[config.mk]
export PLATFORM = sky130hd
export DESIGN_NAME = apb_master_bridge_flat
export DESIGN_NICKNAME = d
export VERILOG_FILES = /design/src/rtl/apb_master_bridge_if.sv /design/src/rtl/apb_master_bridge.sv /design/src/flat_wrapper.sv
export SDC_FILE = /design/constraint.sdc
export NUM_CORES = 1
export LEC_CHECK = 0
export CORE_AREA = 2 2 147 120
export DETAILED_ROUTE_END_ITERATION = 16
export DIE_AREA = 0 0 149 122
export GPL_TIMING_DRIVEN = 0
export PLACE_DENSITY = 0.55
export SYNTH_ARGS = -nofsm -noshare
export SYNTH_HDL_FRONTEND = slang
export SYNTH_SLANG_ARGS = --single-unit
export TNS_END_PERCENT = 10
[constraint.sdc]
create_clock -name clk -period 4.6 [get_ports clk]
set_input_delay 0.92 -clock clk [delete_from_list [all_inputs] [get_ports clk]]
set_output_delay 0.92 -clock clk [all_outputs]
set_load 0.05 [all_outputs]
[src/rtl/apb_master_bridge_if.sv]
// APB bus bundle between the bridge (master) and an APB slave.
//   paddr, pwdata          : address / write data driven by the master
//   psel, penable, pwrite  : APB control, driven by the master
//   prdata, pready, pslverr: slave response
`timescale 1ns/1ps
interface apb_master_bridge_if;
   logic [31:0] paddr;
   logic [31:0] pwdata;
   logic        psel;
   logic        penable;
   logic        pwrite;
   logic [31:0] prdata;
   logic        pready;
   logic        pslverr;

   modport master (
      output paddr, pwdata, psel, penable, pwrite,
      input  prdata, pready, pslverr
   );

   modport slave (
      input  paddr, pwdata, psel, penable, pwrite,
      output prdata, pready, pslverr
   );
endinterface

[src/rtl/apb_master_bridge.sv]
// Single-request core bus to APB master bridge.
// Accepts one core request in IDLE, runs one APB SETUP/ACCESS transfer, and
// returns a one-cycle bus_ready pulse (qualified by bus_err) from RESP.
// Ports:
//   clk, rst                    : clock, synchronous active-high reset
//   bus_addr/bus_wdata/bus_write: core request fields, sampled on acceptance
//   bus_valid                   : core request strobe
//   bus_rdata                   : registered read data, held until next read completes
//   bus_ready, bus_err          : completion pulse and error qualifier
//   apb                         : APB master side of the bus bundle
// Parameters:
//   TIMEOUT   : ACCESS cycles allowed before abort (2..255)
//   ERR_RDATA : read data returned on slave error or timeout
`timescale 1ns/1ps
module apb_master_bridge #(
   parameter int unsigned TIMEOUT   = 16,
   parameter logic [31:0] ERR_RDATA = 32'h0000_0000
) (
   input  logic                       clk,
   input  logic                       rst,
   input  logic [31:0]                bus_addr,
   input  logic [31:0]                bus_wdata,
   input  logic                       bus_write,
   input  logic                       bus_valid,
   output logic [31:0]                bus_rdata,
   output logic                       bus_ready,
   output logic                       bus_err,
   apb_master_bridge_if.master        apb
);

   typedef enum logic [1:0] {IDLE, SETUP, ACCESS, RESP} state_t;

   localparam logic [7:0] WAIT_LAST = 8'(TIMEOUT - 1);

   state_t      state_q, state_d;
   logic [7:0]  wait_q, wait_d;
   logic        err_q, err_d;
   logic        psel_q, psel_d;
   logic        penable_q, penable_d;
   logic        pwrite_q, pwrite_d;
   logic [31:0] paddr_q, paddr_d;
   logic [31:0] pwdata_q, pwdata_d;
   logic [31:0] rdata_q, rdata_d;
   logic        ready_q, ready_d;
   logic        berr_q, berr_d;

   // APB and core outputs are all registered; their _d values are decoded
   // from the state being entered, so each output lines up with its state.
   always_comb begin
      state_d   = state_q;
      wait_d    = wait_q;
      err_d     = err_q;
      pwrite_d  = pwrite_q;
      paddr_d   = paddr_q;
      pwdata_d  = pwdata_q;
      rdata_d   = rdata_q;
      psel_d    = 1'b0;
      penable_d = 1'b0;
      ready_d   = 1'b0;
      berr_d    = 1'b0;
      case (state_q)
         IDLE: begin
            if (bus_valid) begin
               paddr_d  = bus_addr;
               pwdata_d = bus_wdata;
               pwrite_d = bus_write;
               wait_d   = 8'd0;
               psel_d   = 1'b1;
               state_d  = SETUP;
            end
         end
         SETUP: begin
            psel_d    = 1'b1;
            penable_d = 1'b1;
            state_d   = ACCESS;
         end
         ACCESS: begin
            if (apb.pready) begin
               err_d   = apb.pslverr;
               if (!pwrite_q) rdata_d = apb.pslverr ? ERR_RDATA : apb.prdata;
               ready_d = 1'b1;
               berr_d  = apb.pslverr;
               state_d = RESP;
            end else if (wait_q == WAIT_LAST) begin
               // slave never answered: abort the transfer as an error
               err_d   = 1'b1;
               if (!pwrite_q) rdata_d = ERR_RDATA;
               ready_d = 1'b1;
               berr_d  = 1'b1;
               state_d = RESP;
            end else begin
               wait_d    = wait_q + 8'd1;
               psel_d    = 1'b1;
               penable_d = 1'b1;
            end
         end
         RESP: begin
            state_d = IDLE;
         end
         default: state_d = IDLE;
      endcase
   end

   always_ff @(posedge clk) begin
      if (rst) begin
         state_q   <= IDLE;
         wait_q    <= 8'd0;
         err_q     <= 1'b0;
         psel_q    <= 1'b0;
         penable_q <= 1'b0;
         pwrite_q  <= 1'b0;
         paddr_q   <= 32'd0;
         pwdata_q  <= 32'd0;
         rdata_q   <= 32'd0;
         ready_q   <= 1'b0;
         berr_q    <= 1'b0;
      end else begin
         state_q   <= state_d;
         wait_q    <= wait_d;
         err_q     <= err_d;
         psel_q    <= psel_d;
         penable_q <= penable_d;
         pwrite_q  <= pwrite_d;
         paddr_q   <= paddr_d;
         pwdata_q  <= pwdata_d;
         rdata_q   <= rdata_d;
         ready_q   <= ready_d;
         berr_q    <= berr_d;
      end
   end

   assign apb.paddr   = paddr_q;
   assign apb.pwdata  = pwdata_q;
   assign apb.psel    = psel_q;
   assign apb.penable = penable_q;
   assign apb.pwrite  = pwrite_q;
   assign bus_rdata   = rdata_q;
   assign bus_ready   = ready_q;
   assign bus_err     = berr_q;

endmodule
[src/flat_wrapper.sv]
// flat-port wrapper written by rule: the top's interface ports become plain ports
module apb_master_bridge_flat 
#(
   parameter int unsigned TIMEOUT   = 16,
   parameter logic [31:0] ERR_RDATA = 32'h0000_0000
)
  (clk, rst, bus_addr, bus_wdata, bus_write, bus_valid, bus_rdata, bus_ready, bus_err, apb_paddr, apb_pwdata, apb_psel, apb_penable, apb_pwrite, apb_prdata, apb_pready, apb_pslverr);
  apb_master_bridge_if apb_i ();
  input  logic clk;
  input  logic rst;
  input  logic [31:0] bus_addr;
  input  logic [31:0] bus_wdata;
  input  logic bus_write;
  input  logic bus_valid;
  output logic [31:0] bus_rdata;
  output logic bus_ready;
  output logic bus_err;
  output wire logic [$bits(apb_i.paddr)-1:0] apb_paddr;
  output wire logic [$bits(apb_i.pwdata)-1:0] apb_pwdata;
  output wire logic [$bits(apb_i.psel)-1:0] apb_psel;
  output wire logic [$bits(apb_i.penable)-1:0] apb_penable;
  output wire logic [$bits(apb_i.pwrite)-1:0] apb_pwrite;
  input wire logic [$bits(apb_i.prdata)-1:0] apb_prdata;
  input wire logic [$bits(apb_i.pready)-1:0] apb_pready;
  input wire logic [$bits(apb_i.pslverr)-1:0] apb_pslverr;
  assign apb_paddr = apb_i.paddr;
  assign apb_pwdata = apb_i.pwdata;
  assign apb_psel = apb_i.psel;
  assign apb_penable = apb_i.penable;
  assign apb_pwrite = apb_i.pwrite;
  assign apb_i.prdata = apb_prdata;
  assign apb_i.pready = apb_pready;
  assign apb_i.pslverr = apb_pslverr;
  apb_master_bridge #(.TIMEOUT(TIMEOUT), .ERR_RDATA(ERR_RDATA)) u_core (.clk(clk), .rst(rst), .bus_addr(bus_addr), .bus_wdata(bus_wdata), .bus_write(bus_write), .bus_valid(bus_valid), .bus_rdata(bus_rdata), .bus_ready(bus_ready), .bus_err(bus_err), .apb(apb_i));
endmodule
Word-level counts from Yosys, hierarchy flattened
Cells that the tools add are included.
{ "word_totals": {"in_bits": 102, "register_bits": 111} }
{ "classes": {"bitwise": 2, "n_eq_ne": 8, "addsub": 1, "n_reduce_logical": 8, "n_mux": 21} }
{ "op_table": {"columns": ["operator", "count"], "rows": [
  ["32-bit 2-to-1 mux", 5],
  ["8-bit 2-to-1 mux", 3],
  ["8-bit case mux with 2 select lines", 1],
  ["8-bit by 1-bit adder with 8-bit output (second input constant)", 1],
  ["8-bit by 4-bit == test with 1-bit output (second input constant)", 1],
  ["2-bit case mux with 4 select lines", 1],
  ["1-bit 2-to-1 mux", 6],
  ["2-bit 2-to-1 mux", 3],
  ["2-bit != test (second input constant)", 3],
  ["2-bit == test (second input constant)", 2],
  ["2-bit AND reduction", 2],
  ["4-bit AND reduction", 1],
  ["2-bit nonzero test", 2],
  ["3-bit by 2-bit != test with 1-bit output (second input constant)", 1],
  ["1-bit case mux with 3 select lines", 1],
  ["3-bit AND reduction", 1],
  ["2-bit by 1-bit == test with 1-bit output (second input constant)", 1],
  ["2-bit logical NOT", 1],
  ["1-bit NOT", 2],
  ["1-bit case mux with 2 select lines", 1],
  ["2-bit OR reduction", 1]
]} }

Depth between registers and ports, before layout
Gate-level depths: netlist (run 1).
{ "logic_depth": {"depth_word": 4, "mapped_depth": 8, "depth_no_buf": 6} }

Least setup slack after synthesis (run 1)
OpenSTA, ideal clock, no wires.
{ "synth_path": {"path_kind": "input-to-reg", "from": "input port rst", "to": "register u_core.wait_q[6]", "slack_ps": 2578, "arrival_time_ps": 1948, "stages": 4, "n_path_buf": 0, "setup_ps": 74, "required_ps": 4526, "path_cell_list": "nand2b_1 > a2111oi_2 > a41oi_1 > a31oi_1"} }
{ "synth_rtl": {"columns": ["item", "line", "text"], "rows": [
  ["start, declared", "flat_wrapper.sv:10", "input logic rst;"],
  ["end signal, assigned", "apb_master_bridge.sv:119", "wait_q <= wait_d;"],
  ["end, declared", "apb_master_bridge.sv:36", "logic [7:0] wait_q, wait_d;"]
]} }

Worst setup path after layout (run 1)
{ "layout_path": {"from": "input port bus_valid", "to": "register u_core.paddr_q[22] (netlist: u_core.apb.paddr[22])"} }
{ "layout_via": {"elab_chain_cells": 1} }
{ "layout_rtl": {"columns": ["item", "line", "text"], "rows": [
  ["start, declared", "flat_wrapper.sv:14", "input logic bus_valid;"],
  ["2-bit AND reduction (no source line)", null, null],
  ["end signal, assigned", "apb_master_bridge.sv:124", "paddr_q <= paddr_d;"],
  ["end, declared", "apb_master_bridge.sv:41", "logic [31:0] paddr_q, paddr_d;"]
]} }
No other way between the ends.
A chain may end at the register's enable or synchronous reset.

==> results of run 1 <==
==> critical path, delay by kind of cell <==
kind                   cells  cell delay, ps
AND/OR/NAND/NOR            2             360
AO/OA/AOI/OAI              1             190
buffers and inverters      3            1550
==> routing by layer <==
| layer | wire length [µm] | GRT usage | vias up |
|---|---|---|---|
| li1 | - | - | 2119 |
| met1 | 5820 | 0.173 | 1936 |
| met2 | 6440 | 0.258 | 174 |
| met3 | 1660 | 0.0772 | 16 |
| met4 | 241 | 0.0500 | 0 |
| met5 | 0 | 0 | - |
==> power by group <==
group | internal (mW) | switching (mW) | total (mW) | leakage [nW]
combinational | 0.378 | 0.774 | 1.15 | 1.27
clock | 0.448 | 0.387 | 0.834 | 0.156
sequential | 1.08 | 0.0655 | 1.14 | 0.904
total | 1.90 | 1.23 | 3.13 | 2.33
==> registers in the layout, indices dropped and copies added, names as in the netlist <==
signal / cells
u_core.apb.penable: 1
u_core.bus_err: 1
u_core.state_q: 2
u_core.bus_rdata: 32
u_core.apb.pwrite: 1
u_core.bus_ready: 1
u_core.apb.pwdata: 32
u_core.apb.paddr: 32
u_core.wait_q: 8
u_core.apb.psel: 1
==> layout by cell type, fill, tap and decap left out, drive strengths merged, types with 4 or more instances in the layout <==
| cell | n |
|---|---|
| a21oi | 109 |
| a31oi | 5 |
| buf | 5 |
| clkbuf | 43 |
| clkdlybuf4s50 | 202 |
| dfxtp | 111 |
| ha | 6 |
| inv | 5 |
| nand2 | 168 |
| nand2b | 5 |
| nor2 | 6 |
| nor2b | 4 |
| o21ai | 35 |
==> through the flow <==
stage	util	instance area (µm²)	hold WS (ps)
global route	0.397	6710	481
detailed placement	0.379	6390	448
finish	0.397	6710	454
floorplan	-	4090	460
CTS	0.397	6710	458
global placement	0.379	6390	442
==> synth_stat cells, types with 2 or more instances <==
master | n | area, µm²
nand2_1 | 168 | 631
nand2b_1 | 5 | 31.3
a21oi_1 | 108 | 541
clkbuf_1 | 33 | 124
o21ai_1 | 6 | 30.0
inv_1 | 2 | 7.51
buf_1 | 3 | 11.3
o21ai_0 | 29 | 145
and3_1 | 2 | 12.5
nor2b_1 | 4 | 25.0
nor3_1 | 2 | 10.0
ha_1 | 6 | 75.1
o21a_1 | 3 | 22.5
nand3_1 | 3 | 15.0
nor2_1 | 6 | 22.5
a31oi_1 | 5 | 31.3
dfxtp_1 | 111 | 2220
==> worst max-delay path by stage <==
stage | depth (start not counted) | to | slack [ps] | startpoint
floorplan | 4 | u_core.wait_q[6]$_SDFFE_PP0P_ | 2580 | rst
global route | 6 | u_core.apb.paddr[22]$_SDFFE_PP0P_ | 1770 | bus_valid
CTS | 6 | u_core.apb.paddr[22]$_SDFFE_PP0P_ | 1870 | bus_valid
detailed placement | 6 | u_core.apb.paddr[22]$_SDFFE_PP0P_ | 1480 | bus_valid
global placement | 6 | u_core.apb.paddr[16]$_SDFFE_PP0P_ | 1560 | bus_valid
finish | 6 | u_core.apb.paddr[22]$_SDFFE_PP0P_ | 1850 | bus_valid
==> kinds of logic (layout without fill, tap and decap cells) <==
group                    count (synthesis)  count (layout)  synth area share
AND/OR/NAND/NOR                        195             195             0.195
adder cells (fa/ha/maj)                  6               6            0.0183
AO/OA/AOI/OAI                          157             157             0.202
multiplexers                             1               1           0.00245
buffers and inverters                   40             258            0.0388
flip-flops                             111             111             0.543
==> final cells by class <==
class	count	area, µm²	area share
Sequential cell	111	2220	0.331
Timing Repair Buffer	202	2020	0.301
Multi-Input combinational cell	359	1710	0.255
Tap cell	225	282	0.0420
Clock buffer	10	239	0.0356
Buffer	38	151	0.0226
Clock inverter	6	76.3	0.0114
Inverter	2	7.51	0.00112
==> tab_implementation.tex, run 1 <==
\begin{tabular}{lr}
\hline
Metric & Value \\
\hline
\multicolumn{2}{l}{\textbf{Placement}} \\
Final GP Congestion & 0.813 \\
Worst setup timing slack at the placement stage & 1480 ps \\
Number of port buffers & 202 \\
Detailed Place HPWL & 10.7 mm \\
\# placed instances & 937 \\
\multicolumn{2}{l}{\textbf{Logic synthesis}} \\
Post-synth EDFFs & 0 \\
Syn Inst Count & 510 \\
Most used flip-flop cell after synthesis & dfxtp\_1 \\
Number of nets produced by synthesis & 618 \\
Synthesis-stage register bit count & 111 \\
Async S/R FF share, synth & 0 \\
Unique masters post-synth & 31 \\
Post-synthesis instance area & 4090 µm² \\
Yosys synthesis warning count & 0 \\
Share of synthesized area occupied by flip-flops and latches & 0.543 \\
Post-synthesis area per instance & 8.02 µm² \\
\multicolumn{2}{l}{\textbf{Clock tree}} \\
Skew-Pair Late Insertion Delay & 360 ps \\
TritonCTS Sinks & 111 \\
Post-CTS repair timing setup buffer count & 0 \\
Clock tree root driver cell & clkbuf\_16 \\
Count of hold-fix buffers inserted at cts & 0 \\
CTS tree & yes \\
Clock tree buffer depth & 2 \\
Clock-pin slew on the worst setup and hold paths & 70 ps \\
Post-CTS sizing & 0 \\
H-tree lvl count & 3 \\
Number of CTS-inserted buffers & 9 \\
\multicolumn{2}{l}{\textbf{Timing}} \\
Fin crit period & 2750 ps \\
Total negative setup slack & 0 ps \\
Clock Skews & 9.66 ps \\
Worst-margin pin slew & 761 ps \\
Count of final max-slew check failures & 0 \\
Final period utilization & 0.597 \\
Final setup violation count & 0 \\
Fin. Hold Viols & 0 \\
Setup repair after global routing missed its margin & no \\
Highest Clock Rate & 364 MHz \\
Worst-case headroom to the max-slew limit & 0.493 \\
Final worst-path setup slack & 1850 ps \\
\multicolumn{2}{l}{\textbf{Worst hold path}} \\
Worst hold path class & reg -> reg \\
Number of cells on the worst hold path & 2 \\
Critical hold path startpoint & u\_core.apb.paddr[2]\$\_SDFFE\_PP0P\_ \\
Worst Hold End & u\_core.apb.paddr[2]\$\_SDFFE\_PP0P\_ \\
\multicolumn{2}{l}{\textbf{GRT}} \\
Global route overflow & 0 \\
Largest net degree at the start of global routing & 20 \\
Initial antenna violation count & 0 \\
Gr usage total & 0.155 \\
Via count of the first global-routing pass & 4,259 \\
Wire length of the first global-routing pass & 21.8 mm \\
\multicolumn{2}{l}{\textbf{Setup path}} \\
Crit-path max FO & 10 \\
Data required, critical path & 4880 ps \\
Slowest cell on crit path & clkbuf\_1 \\
Category of the most critical setup path & in -> reg \\
Worst reg2reg path startpoint & u\_core.state\_q[0]\$\_SDFFE\_PP0P\_ \\
Startpoint type of the worst setup path & input pin \\
CP Capture Type & register \\
Longest individual stage delay on the worst path & 620 ps \\
Worst EP arrival & 3020 ps \\
Worst Reg-to-Reg Cells & 7 \\
Reg2reg setup slack & 2180 ps \\
CP cell instances & clkdlybuf4s50\_1, nand2\_1, clkbuf\_1, clkbuf\_1, nand2\_1, a21oi\_1 \\
Worst r2r dst & u\_core.apb.paddr[22]\$\_SDFFE\_PP0P\_ \\
\multicolumn{2}{l}{\textbf{Die}} \\
Die Span Y & 122 µm \\
Core Region & 16,900 µm² \\
Number of primary I/O pins & 203 \\
Die outline area & 18,200 µm² \\
Initial Utilization & 0.242 \\
Die X-Extent & 149 µm \\
Number of standard-cell rows in the floorplan & 43 \\
\multicolumn{2}{l}{\textbf{Route}} \\
Vias/cell & 4.45 \\
Routed Wire Length & 14.2 mm \\
Residual DRC & 0 \\
Count of nets left with antenna violations after detail routing & 0 \\
Via total after detailed routing & 4,245 \\
Routed length per placed instance & 14.9 µm \\
Detailed router's first-iteration violation count & 160 \\
DRT Pass-1 Iters & 5 \\
\multicolumn{2}{l}{\textbf{Finish}} \\
Final cell count without fillers & 953 \\
Share of final-layout standard cells stronger than drive strength 1 & 0.0288 \\
Filler cell count in the final layout & 1,754 \\
Area added between synthesis and finish & 64.0\% \\
Net count of the finished layout & 831 \\
Inserted Diodes & 0 \\
\multicolumn{2}{l}{\textbf{Power and ir drop}} \\
Pleak & 2.33 nW \\
Maximum resistive drop on vdd & 0.000223 V \\
Pwr Total & 3.13 mW \\
Cell area power density & 467 nW/µm² \\
\multicolumn{2}{l}{\textbf{Flow run}} \\
Number of maximum-capacitance violations & 0 \\
\multicolumn{2}{l}{\textbf{Run status}} \\
Outcome & completed \\
\hline
\end{tabular}
Power figures use the tool's default switching activity.
==> run 2: changes to the inputs <==
--- a/config.mk
+++ b/config.mk
@@ -9,7 +9,7 @@
 export DETAILED_ROUTE_END_ITERATION = 16
 export DIE_AREA = 0 0 149 122
 export GPL_TIMING_DRIVEN = 0
-export PLACE_DENSITY = 0.55
+export PLACE_DENSITY = 0.57
 export SYNTH_ARGS = -nofsm -noshare
 export SYNTH_HDL_FRONTEND = slang
 export SYNTH_SLANG_ARGS = --single-unit
==> constraint.sdc (replaced) <==
create_clock -name clk -period 2.48 [get_ports clk]
set_input_delay 0.496 -clock clk [delete_from_list [all_inputs] [get_ports clk]]
set_output_delay 0.496 -clock clk [all_outputs]
set_load 0.05 [all_outputs]
==> run 2 against run 1 <==
Against the previous run: die area unchanged; worst hold slack got worse by 1.3 ps; largest cell class unchanged; worst setup slack got worse by 1500 ps; cell area decreased by 0.41%; clock skew increased by 1.0 ps.
==> tab_implementation.tex, run 2 (synthesis gave the netlist of run 1 again) <==
\begin{tabular}{lr}
\hline
Metric & Value \\
\hline
\multicolumn{2}{l}{\textbf{Die}} \\
Die outline area & 18,200 µm² \\
Core Region & 16,900 µm² \\
Die Span Y & 122 µm \\
Die X-Extent & 149 µm \\
Number of standard-cell rows in the floorplan & 43 \\
Initial Utilization & 0.242 \\
Number of primary I/O pins & 203 \\
\multicolumn{2}{l}{\textbf{Power and ir drop}} \\
Part of the total power dissipated in sequential elements & 0.374 \\
Internal power contribution & 3.42 mW \\
Switch Pwr & 2.23 mW \\
Maximum resistive drop on vdd & 0.000563 V \\
Clock share of power & 0.252 \\
Combinational share of power & 0.374 \\
Share of total power consumed by net switching & 0.395 \\
Cell area power density & 846 nW/µm² \\
Pleak & 2.31 nW \\
\multicolumn{2}{l}{\textbf{GRT}} \\
Gr usage total & 0.153 \\
Global route overflow & 0 \\
Met3 track utilization from global routing & 0.0873 \\
Wire length of the first global-routing pass & 21.5 mm \\
Initial antenna violation count & 0 \\
Via count of the first global-routing pass & 4,008 \\
Largest net degree at the start of global routing & 19 \\
Met1 Track Usage GR & 0.181 \\
Highest-utilization routing layer at the global route stage & met2 \\
GRT met2 Usage & 0.240 \\
\multicolumn{2}{l}{\textbf{Setup path}} \\
Slowest cell on crit path & clkbuf\_1 \\
Startpoint type of the worst setup path & register \\
Crit-path max FO & 10 \\
CP cell instances & inv\_1, ha\_1, nand2\_1, clkbuf\_1, buf\_1, nand2\_1, a21oi\_1 \\
Longest individual stage delay on the worst path & 450 ps \\
Worst r2r dst & u\_core.apb.pwdata[9]\$\_SDFFE\_PP0P\_ \\
Worst Reg-to-Reg Cells & 7 \\
Data required, critical path & 2770 ps \\
CP Capture Type & register \\
Reg2reg setup slack & 350 ps \\
Worst EP arrival & 2420 ps \\
Most frequent CP cell & nand2\_1 \\
Worst reg2reg path startpoint & u\_core.state\_q[0]\$\_SDFFE\_PP0P\_ \\
Category of the most critical setup path & reg -> reg \\
\multicolumn{2}{l}{\textbf{Timing}} \\
Total negative setup slack & 0 ps \\
Highest Clock Rate & 469 MHz \\
Fin crit period & 2130 ps \\
Worst-margin pin slew & 714 ps \\
Final period utilization & 0.860 \\
Final setup violation count & 0 \\
Worst hold-check slack & 453 ps \\
Fin. Hold Viols & 0 \\
Count of final max-slew check failures & 0 \\
Setup repair after global routing missed its margin & no \\
Worst-case headroom to the max-slew limit & 0.523 \\
Clock Skews & 10.7 ps \\
\multicolumn{2}{l}{\textbf{Flow run}} \\
Number of maximum-capacitance violations & 0 \\
\multicolumn{2}{l}{\textbf{Route}} \\
Count of nets left with antenna violations after detail routing & 0 \\
Vias/cell & 4.37 \\
DRT Pass-1 Iters & 5 \\
Residual DRC & 0 \\
Via total after detailed routing & 4,166 \\
Detailed router's first-iteration violation count & 175 \\
Routed Wire Length & 13.8 mm \\
Routed length per placed instance & 14.5 µm \\
\multicolumn{2}{l}{\textbf{Worst hold path}} \\
Critical hold path startpoint & u\_core.apb.pwdata[7]\$\_SDFFE\_PP0P\_ \\
Worst hold path class & reg -> reg \\
Worst Hold End & u\_core.apb.pwdata[7]\$\_SDFFE\_PP0P\_ \\
Number of cells on the worst hold path & 2 \\
\multicolumn{2}{l}{\textbf{Placement}} \\
\# placed instances & 937 \\
Number of port buffers & 202 \\
Final GP Congestion & 0.795 \\
Detailed Place HPWL & 10.2 mm \\
\multicolumn{2}{l}{\textbf{Run status}} \\
Outcome & completed \\
\multicolumn{2}{l}{\textbf{Finish}} \\
Area added between synthesis and finish & 63.3\% \\
Most frequent standard cell in the layout excluding fill and tap cells & clkdlybuf4s50\_1 \\
Share of final-layout standard cells stronger than drive strength 1 & 0.0275 \\
Final cell count without fillers & 954 \\
Commonest non-fill, non-tap cells in the layout & 202 x clkdlybuf4s50\_1, 168 x nand2\_1, 111 x dfxtp\_1 \\
Net count of the finished layout & 831 \\
\multicolumn{2}{l}{\textbf{Clock tree}} \\
H-tree lvl count & 3 \\
CTS tree & yes \\
Post-CTS repair timing setup buffer count & 0 \\
Post-CTS sizing & 0 \\
Clock-pin slew on the worst setup and hold paths & 70 ps \\
Count of hold-fix buffers inserted at cts & 0 \\
Clock tree buffer depth & 2 \\
Number of CTS-inserted buffers & 9 \\
TritonCTS Sinks & 111 \\
Skew-Pair Late Insertion Delay & 360 ps \\
Clock tree root driver cell & clkbuf\_16 \\
\hline
\end{tabular}
[run 2: cell types whose count changed in the layout (fill, tap and decap cells not counted)]
cell / before / now
clkinv_4: 2 / 3
inv_6: 2 / 1
clkinvlp_4: 0 / 1
diode_2: 0 / 1
clkbuf_1: 33 / 34
inv_8: 1 / 0
bufinv_16: 1 / 0
[run 2: layout make-up]
| class | count | area, µm² |
|---|---|---|
| plain buffers | 38 | 151 |
| clock buffers | 11 | 243 |
| well taps | 225 | 282 |
| clock inverters | 5 | 42.5 |
| inverters | 2 | 7.51 |
| multi-input cells | 359 | 1710 |
| fillers | 1787 | 10200 |
| repair buffers | 202 | 2020 |
| flip-flops and latches | 111 | 2220 |
| diodes | 1 | 2.50 |
[run 2: worst max-delay path: cells and delay by family (launching register included)]
| family | cells | cell delay [ps] |
|---|---|---|
| flip-flops | 1 | 390 |
| AND/OR/NAND/NOR | 2 | 280 |
| buffers and inverters | 3 | 1000 |
| adder cells (fa/ha/maj) | 1 | 250 |
| AO/OA/AOI/OAI | 1 | 140 |
[run 2: worst max path at each step]
stage	startpoint	endpoint	slack (ps)	cells after the start
global placement	rst	u_core.bus_rdata[28]$_SDFFE_PP0P_	-110	4
global route	u_core.state_q[0]$_SDFFE_PP0P_	u_core.apb.pwdata[1]$_SDFFE_PP0P_	40	7
finish	u_core.state_q[0]$_SDFFE_PP0P_	u_core.apb.pwdata[9]$_SDFFE_PP0P_	350	7
detailed placement	rst	u_core.bus_rdata[29]$_SDFFE_PP0P_	-100	4
CTS	u_core.state_q[0]$_SDFFE_PP0P_	u_core.apb.pwdata[10]$_SDFFE_PP0P_	240	7
floorplan	u_core.wait_q[0]$_SDFFE_PP0P_	u_core.wait_q[6]$_SDFFE_PP0P_	780	6
[run 2: metal layers]
metal,routed length [µm],up-vias,share of wire
li1,-,2124,-
met1,6090,1875,0.44
met2,5920,156,0.43
met3,1700,11,0.12
met4,136,0,0.0098
met5,0,-,0
[run 2: stage by stage]
stage,area [µm²],total power [mW],utilization,setup WS (ps)
4_1_cts,6680,5.75,0.395,238
3_3_place_gp,6390,4.30,0.379,-108
5_1_grt,6680,5.98,0.395,35.6
2_1_floorplan,4090,3.47,-,779
6_report,6680,5.65,0.396,348
3_5_place_dp,6390,4.30,0.379,-101
[run 2: power groups by stage]
| stage | registers [mW] | logic (mW) | clock network (mW) |
|---|---|---|---|
| after floorplan | 2.86 | 0.615 | 0 |
| after global placement | 2.15 | 2.15 | 0 |
| after detailed placement | 2.16 | 2.14 | 0 |
| after CTS | 2.12 | 2.15 | 1.48 |
| after global routing | 2.14 | 2.29 | 1.55 |
| final | 2.11 | 2.11 | 1.42 |
